[src/rtl/fetch_ctrl.sv]
// -----------------------------------------------------------------------------
// fetch_ctrl -- PC sequencer for the instruction fetch stage.
//
// Generates the registered fetch address (newPC) that IF latches every clock.
// It handles the post-reset boot hold, sequential advance, hazard stalls and
// branch redirects. A 3-deep valid chain (v0 -> v1 -> if_valid) mirrors IF's
// two-cycle latency (pc, then Ins), so downstream logic knows which words
// are genuine. A 2-cycle flush marks the wrong-path words to be squashed
// after a redirect.
//
// Optional feature macro: FETCH_CTRL_PERF_EN (adds fetch_cnt / stall_cnt).
//
// Ports:
//   CLK          in   1  clock, rising edge
//   RST          in   1  asynchronous reset, active-low
//   stall        in   1  hazard request to hold fetch this cycle
//   br_taken     in   1  EX redirect strobe
//   br_target    in  32  redirect byte address
//   newPC        out 32  registered fetch address for IF
//   if_valid     out  1  IF's Ins output this cycle is a genuine fetch
//   flush        out  1  discard the word currently in IF/ID
//   br_misalign  out  1  one-cycle pulse: taken target had bits [1:0] != 0
//   fetch_cnt    out 32  (FETCH_CTRL_PERF_EN) valid, non-stalled fetch edges
//   stall_cnt    out 32  (FETCH_CTRL_PERF_EN) stalled edges outside BOOT
// -----------------------------------------------------------------------------
module fetch_ctrl #(
  parameter logic [31:0] RESET_PC    = 32'h0000_0000,
  parameter int unsigned BOOT_CYCLES = 2
) (
  input  logic        CLK,
  input  logic        RST,
  input  logic        stall,
  input  logic        br_taken,
  input  logic [31:0] br_target,
  output logic [31:0] newPC,
  output logic        if_valid,
  output logic        flush,
  output logic        br_misalign
`ifdef FETCH_CTRL_PERF_EN
  ,
  output logic [31:0] fetch_cnt,
  output logic [31:0] stall_cnt
`endif
);

  typedef enum logic [1:0] {
    ST_BOOT = 2'd0,
    ST_RUN  = 2'd1,
    ST_HOLD = 2'd2
  } state_t;

  localparam logic [3:0]  BOOT_LOAD   = 4'(BOOT_CYCLES);
  // Low address bits are forced to zero so a bad parameter can never
  // produce a misaligned fetch.
  localparam logic [31:0] RESET_PC_AL = {RESET_PC[31:2], 2'b00};

  state_t      r_state;
  state_t      w_state_nxt;
  logic [3:0]  r_boot_cnt;
  logic [3:0]  w_boot_cnt_nxt;
  logic [31:0] r_new_pc;
  logic [31:0] w_pc_nxt;
  logic        w_redirect;
  logic        w_misalign;
  logic        r_v0;
  logic        r_v1;
  logic        r_if_valid;
  logic        r_flush;
  logic        r_flush_pend;
  logic        r_br_misalign;

  // Next-state, next-PC and redirect decode.
  always_comb begin
    w_state_nxt    = r_state;
    w_boot_cnt_nxt = r_boot_cnt;
    w_pc_nxt       = r_new_pc;
    w_redirect     = 1'b0;
    w_misalign     = 1'b0;
    case (r_state)
      ST_BOOT: begin
        // Address is held for the whole boot window; stall/br_taken ignored.
        // The <= guards against a zero load value locking the FSM in BOOT.
        w_boot_cnt_nxt = r_boot_cnt - 4'd1;
        if (r_boot_cnt <= 4'd1) begin
          w_state_nxt = ST_RUN;
        end else begin
          w_state_nxt = ST_BOOT;
        end
      end
      ST_RUN, ST_HOLD: begin
        // Redirect wins over stall; with both set the target is loaded and
        // then held.
        if (br_taken) begin
          w_redirect  = 1'b1;
          w_misalign  = |br_target[1:0];
          w_pc_nxt    = {br_target[31:2], 2'b00};
          w_state_nxt = stall ? ST_HOLD : ST_RUN;
        end else if (stall) begin
          w_pc_nxt    = r_new_pc;
          w_state_nxt = ST_HOLD;
        end else begin
          w_pc_nxt    = r_new_pc + 32'd4;
          w_state_nxt = ST_RUN;
        end
      end
      default: begin
        w_state_nxt    = ST_BOOT;
        w_boot_cnt_nxt = BOOT_LOAD;
        w_pc_nxt       = RESET_PC_AL;
      end
    endcase
  end

  // State, boot counter and PC registers.
  always_ff @(posedge CLK or negedge RST) begin
    if (!RST) begin
      r_state    <= ST_BOOT;
      r_boot_cnt <= BOOT_LOAD;
      r_new_pc   <= RESET_PC_AL;
    end else begin
      r_state    <= w_state_nxt;
      r_boot_cnt <= w_boot_cnt_nxt;
      r_new_pc   <= w_pc_nxt;
    end
  end

  // Valid chain, flush stretcher and misalignment pulse.
  always_ff @(posedge CLK or negedge RST) begin
    if (!RST) begin
      r_v0          <= 1'b0;
      r_v1          <= 1'b0;
      r_if_valid    <= 1'b0;
      r_flush       <= 1'b0;
      r_flush_pend  <= 1'b0;
      r_br_misalign <= 1'b0;
    end else begin
      if (w_redirect) begin
        // Target enters v0; the two wrong-path words in flight are squashed.
        r_v0         <= 1'b1;
        r_v1         <= 1'b0;
        r_if_valid   <= 1'b0;
        r_flush      <= 1'b1;
        r_flush_pend <= 1'b1;
      end else begin
        // Shifts during stalls too: IF re-reads the held address.
        r_v0         <= (w_state_nxt != ST_BOOT);
        r_v1         <= r_v0;
        r_if_valid   <= r_v1;
        r_flush      <= r_flush_pend;
        r_flush_pend <= 1'b0;
      end
      r_br_misalign <= w_misalign;
    end
  end

`ifdef FETCH_CTRL_PERF_EN
  logic [31:0] r_fetch_cnt;
  logic [31:0] r_stall_cnt;

  // Free-running performance counters, wrapping at 2^32.
  always_ff @(posedge CLK or negedge RST) begin
    if (!RST) begin
      r_fetch_cnt <= 32'd0;
      r_stall_cnt <= 32'd0;
    end else begin
      if (r_if_valid && !stall) begin
        r_fetch_cnt <= r_fetch_cnt + 32'd1;
      end else begin
        r_fetch_cnt <= r_fetch_cnt;
      end
      if (stall && (r_state != ST_BOOT)) begin
        r_stall_cnt <= r_stall_cnt + 32'd1;
      end else begin
        r_stall_cnt <= r_stall_cnt;
      end
    end
  end

  assign fetch_cnt = r_fetch_cnt;
  assign stall_cnt = r_stall_cnt;
`endif

  assign newPC       = r_new_pc;
  assign if_valid    = r_if_valid;
  assign flush       = r_flush;
  assign br_misalign = r_br_misalign;

endmodule

[config.mk]
export PLATFORM = sky130hd
export DESIGN_NAME = fetch_ctrl
export DESIGN_NICKNAME = d
export VERILOG_FILES = /design/src/rtl/fetch_ctrl.sv
export SDC_FILE = /design/constraint.sdc
export NUM_CORES = 1
export LEC_CHECK = 0
export CAP_MARGIN = 20
export CORE_ASPECT_RATIO = 0.8
export CORE_MARGIN = 4
export CORE_UTILIZATION = 48
export CTS_CLUSTER_DIAMETER = 100
export CTS_CLUSTER_SIZE = 14
export DETAILED_ROUTE_END_ITERATION = 12
export HOLD_SLACK_MARGIN = 0.1
export PLACE_DENSITY = 0.82
export SLEW_MARGIN = 20
export SYNTH_ARGS = -nofsm -noshare
export SYNTH_HDL_FRONTEND = slang
export SYNTH_SLANG_ARGS = --single-unit
[constraint.sdc]
create_clock -name CLK -period 2.1 [get_ports CLK]
set_clock_uncertainty 0.1 [all_clocks]
set_input_delay 0.42 -clock CLK [delete_from_list [all_inputs] [get_ports CLK]]
set_output_delay 0.42 -clock CLK [all_outputs]
set_load 0.01 [all_outputs]
==> results of run 1 <==
==> flip-flops by register name, indices dropped and copies added (netlist names) <==
register / cells
br_misalign: 1
flush: 1
if_valid: 1
newPC: 30
r_boot_cnt: 4
r_flush_pend: 1
r_state: 2
r_v0: 1
r_v1: 1
==> logic make-up after synthesis <==
| family | count (synthesis) |
|---|---|
| and+or+nand+nor | 112 |
| AOI/OAI and AO/OA | 87 |
| buffers and inverters | 29 |
| other | 1 |
| xor gates and xnor gates | 6 |
| muxes | 3 |
| adders and majority gates | 5 |
| DFF | 42 |
==> layout by cell type, fill, tap and decap left out, types with 3 or more instances in the layout <==
| cell | count |
|---|---|
| nor2_1 | 22 |
| buf_4 | 23 |
| nor4_1 | 6 |
| and2_1 | 3 |
| o211ai_1 | 5 |
| dfrtp_1 | 41 |
| and3_2 | 3 |
| clkdlybuf4s50_1 | 67 |
| and3_1 | 4 |
| a21oi_1 | 22 |
| o22ai_1 | 4 |
| a22oi_1 | 11 |
| mux2i_1 | 3 |
| nand2_1 | 20 |
| nand2b_1 | 5 |
| ha_1 | 5 |
| xor2_1 | 4 |
| inv_1 | 14 |
| nand4_1 | 12 |
| clkbuf_8 | 5 |
| nor3_1 | 9 |
| nand3_1 | 12 |
| o21ai_0 | 33 |
==> timing repair <==
action                                  in CTS  in global routing
hold buffers                                 1                  0
hold endpoints to repair                    18                  0
endpoints found under the setup margin       0                  5
gates resized for setup                      0                  1
buffers inserted                             0                  0
==> worst max-delay path: cells and delay by family (launching register included) <==
family / cells / cell delay [ns]
AOI/OAI and AO/OA: 3 / 0.34
adders and majority gates: 1 / 0.35
buffers and inverters: 3 / 0.42
DFF: 1 / 0.37
and+or+nand+nor: 2 / 0.27
==> report_power, final <==
part | switching, mW | internal, mW | total, mW | leakage [nW]
clock | 0.301 | 0.477 | 0.778 | 0.0683
combinational | 1.04 | 1.06 | 2.10 | 0.836
sequential | 0.348 | 1.14 | 1.49 | 0.559
total | 1.69 | 2.68 | 4.37 | 1.46
==> how the worst max path moves through the flow <==
stage,endpoint,cells after the start,from
floorplan,newPC[28],8,r_state[0]
global placement,newPC[11],7,br_taken
detailed placement,newPC[25],7,br_taken
CTS,newPC[27],9,r_state[0]
global route,newPC[27],9,r_state[0]
finish,newPC[27],9,r_state[0]
==> synth_stat cells (all sizes together) (2+ instances only) <==
library cell  instances  area (sq um)
a21oi                22           110
a22oi                11          82.6
a31oi                 2          12.5
and2                  4          26.3
and3                  8          58.8
and4                  3          27.5
buf                   7          48.8
clkbuf                8          30.0
dfrtp                41          1030
ha                    5          62.6
inv                  14          52.6
mux2i                 3          30.0
nand2                20          75.1
nand2b                5          31.3
nand3                13          77.6
nand4                12          75.1
nor2                 23          93.8
nor2b                 2          12.5
nor3                 10          55.1
nor4                  6          37.5
o211ai                5          37.5
o21ai                34           174
o22ai                 4          25.0
o311ai                2          17.5
or2                   2          12.5
or3                   2          12.5
xnor2                 2          17.5
xor2                  4          35.0
==> layer usage <==
| layer | wire length [um] | share of wire [%] | up-vias |
|---|---|---|---|
| met5 | 0 | 0 | - |
| met1 | 3110 | 44 | 1217 |
| met3 | 671 | 9.5 | 13 |
| met2 | 3210 | 45 | 123 |
| met4 | 90 | 1.3 | 0 |
| li1 | - | - | 1214 |
==> stage by stage <==
stage | worst slack (ns) | utilization, % | area [sq um]
2_1_floorplan | 0.152 | - | 2470
3_3_place_gp | 0.0763 | 67.4 | 3360
3_5_place_dp | 0.0328 | 67.4 | 3360
4_1_cts | 0.102 | 70.4 | 3500
5_1_grt | 0.00379 | 70.4 | 3510
6_report | 0.129 | 70.4 | 3510
==> final cells by class <==
class / count / area share, %
tap: 62 / 2.21
inverter: 14 / 1.50
clock inverter: 3 / 1.96
clock buffer: 5 / 1.96
sequential: 42 / 30.0
multi-input combinational: 215 / 36.7
timing repair buffer: 94 / 25.6
==> results by stage, run 1 <==
Setup path:
- For the worst setup path, the data required time is about 2.2 ns.
- For this design, the slowest cell found on the critical path is dfrtp_1.
- In this run the critical register-to-register path is launched from r_state[0].
- The category of the most critical setup path is flop to flop.
- At the worst endpoint, the arrival time is about 2.1 ns.
- The stage delay of the slowest cell on the critical path is about 0.37 ns.
- Along the worst path, the maximum fanout reaches 15.
- The number of cells on the worst reg-to-reg path is 9.
- The endpoint of the lowest-slack register-to-register path is newPC[27].
- The critical path goes through inv_1, ha_1, nor2b_2, nand3_1, buf_4, buf_4, o21ai_0, a22oi_1, o21ai_0.
- The worst setup path is captured at a flop.
- The startpoint kind of the worst setup timing path is a flop.
- The setup slack on the worst flop-to-flop path is 0.13 ns.

Detailed routing:
- In this run the remaining antenna-violating nets after routing total 0.
- For this run, design rule violations remaining after detail routing come to 0.
- The detailed-route wire length per cell is around 16 um.
- The initial detailed-routing violation count is approximately 180.
- The routed layout has about 2600 vias.
- The detail-routed via count per cell is approximately 5.9.
- The first detailed-routing pass took 5 iterations.
- Wires add up to just over 7 mm.

Worst hold path:
- The worst hold path cell count is 1.
- The critical hold path startpoint is r_v1.
- The kind of path behind the tightest hold check is flop to flop.
- The endpoint of the worst hold path is if_valid.

Floorplan:
- The die span in x is 88.1 um.
- The starting utilization of the core area is about half.
- The floorplan step defined a die boundary enclosing between 6000 and 7000 sq um.
- The count of standard-cell rows is 23.
- The core outline area is roughly 5000 sq um.
- 71 I/O pins were placed.
- From bottom edge to top edge, the die measures 72.1 um.

Synth:
- The portion of netlist area occupied by mux cells is approximately 1.2%.
- The synthesized netlist devotes a little over a fifth of its cell area to compound gates.
- The mapped netlist covers about 2500 sq um.
- The number of flip-flops and latches in the synthesized netlist is between 40 and 50.
- Yosys printed 0 warnings.
- For this run, the register share of the synthesized area comes to between 40% and 50%.
- The area fraction in and, or, nand and nor cells after synthesis is between 20 and 25%.
- Counting every instance in the synthesized netlist gives about 290.
- The top flip-flop cell by instance count after synthesis is dfrtp_1.
- The average instance in the mapped netlist occupies ~8.7 sq um.
- In the synthesized netlist the async set-or-reset flop fraction comes to between 90% and 100%.
- The adder-cell share of the synthesized area is 2.54%.
- Of the total synthesized cell area, the portion taken by XOR and XNOR cells is between 2 and 2.5%.
- Counting distinct cell types in the post-synthesis netlist gives 49.
- The number of enable-type register cells in the synthesized netlist is 0.
- The dominant combinational cell family by area after synthesis is simple AND/OR/NAND/NOR gates.

Global route:
- The via count of the first global-routing pass is between 2000 and 3000.
- The global-route met1 utilization is between 30% and 40%.
- The met2 usage is 36.4%.
- Entering global routing, the biggest net connects 32 pins.
- Global routing finished with a remaining overflow of 0.
- The most congested layer reported by global routing is met2.
- The initial antenna violation count came to 0.
- The wire length of the first global-routing pass is 11.8 mm.
- The met3 global-route usage is about 5.4%.
- The global router's overall resource usage is 23.5%.

Power and ir drop:
- The design draws roughly 4.4 mW.
- The worst-case IR drop observed on VDD is 659 uV.
- The static leakage power is ~1.5 nW.
- The power density relative to cell area is roughly 1200 nW/um^2.

Timing:
- Counting I/O delays and the setup requirement, the final critical path takes between 1.5 and 2 ns.
- Setup repair after global routing left no endpoint under its margin.
- On the final layout, the worst hold slack is between 0.3 and 0.4 ns.
- The period utilization is a little over nine tenths.
- Setup violations remaining at the end of the flow were counted as 0.
- The total count of hold-check failures in the final report is 0.
- The maximum frequency from static timing analysis is 507 MHz.
- The setup total negative slack is 0 ns.
- The count of pins over their slew limit is 0.

Finish:
- The area of the multi-input gates is approximately 1300 sq um.
- In the final design database the tool counted 413 nets.
- Counting the fill cells in the layout gives ~380.
- The ratio of cells with drive above 1 in the final layout is between 10% and 20%.
- The sequential standard cell area is approximately 1100 sq um.
- The synthesis-to-finish area growth is 42.2%.
- The number of diodes is 0.
- The number of non-filler instances in the completed layout is approximately 440.

CTS:
- Clock tree synthesis inserted a total of 5 buffers.
- The clock drives 42 sinks.
- Counting along the longest clock path gives a buffer depth of 2.
- The clock latency reported for the late side of the worst-skew pair is around 0.3 ns.
- The TritonCTS clock tree is yes.
- The root buffer cell chosen for the clock tree is clkbuf_8.
- Clock-pin slew was measured on the worst setup and hold paths at around 0.09 ns.
- The maximum level of the CTS H-tree is 2.

Placement:
- The congestion estimate from routability-driven global placement came to between 0.8 and 0.9.
- Buffers placed on the I/O ports in this run total 68.
- The cell count after placement is approximately 430.
- The HPWL after detailed placement is between 5 and 6 mm.

Job:
- The tool flagged a number of max-cap violations equal to 0.

Outcome:
- The run finished with clean final reports.
(Power assumes the default switching activity.)
==> inputs of run 2 (changes only) <==
SLEW_MARGIN = not set   (was 20)
==> results of run 2 <==
Same layout as run 1: the final DEF is identical, and so are final timing and power.
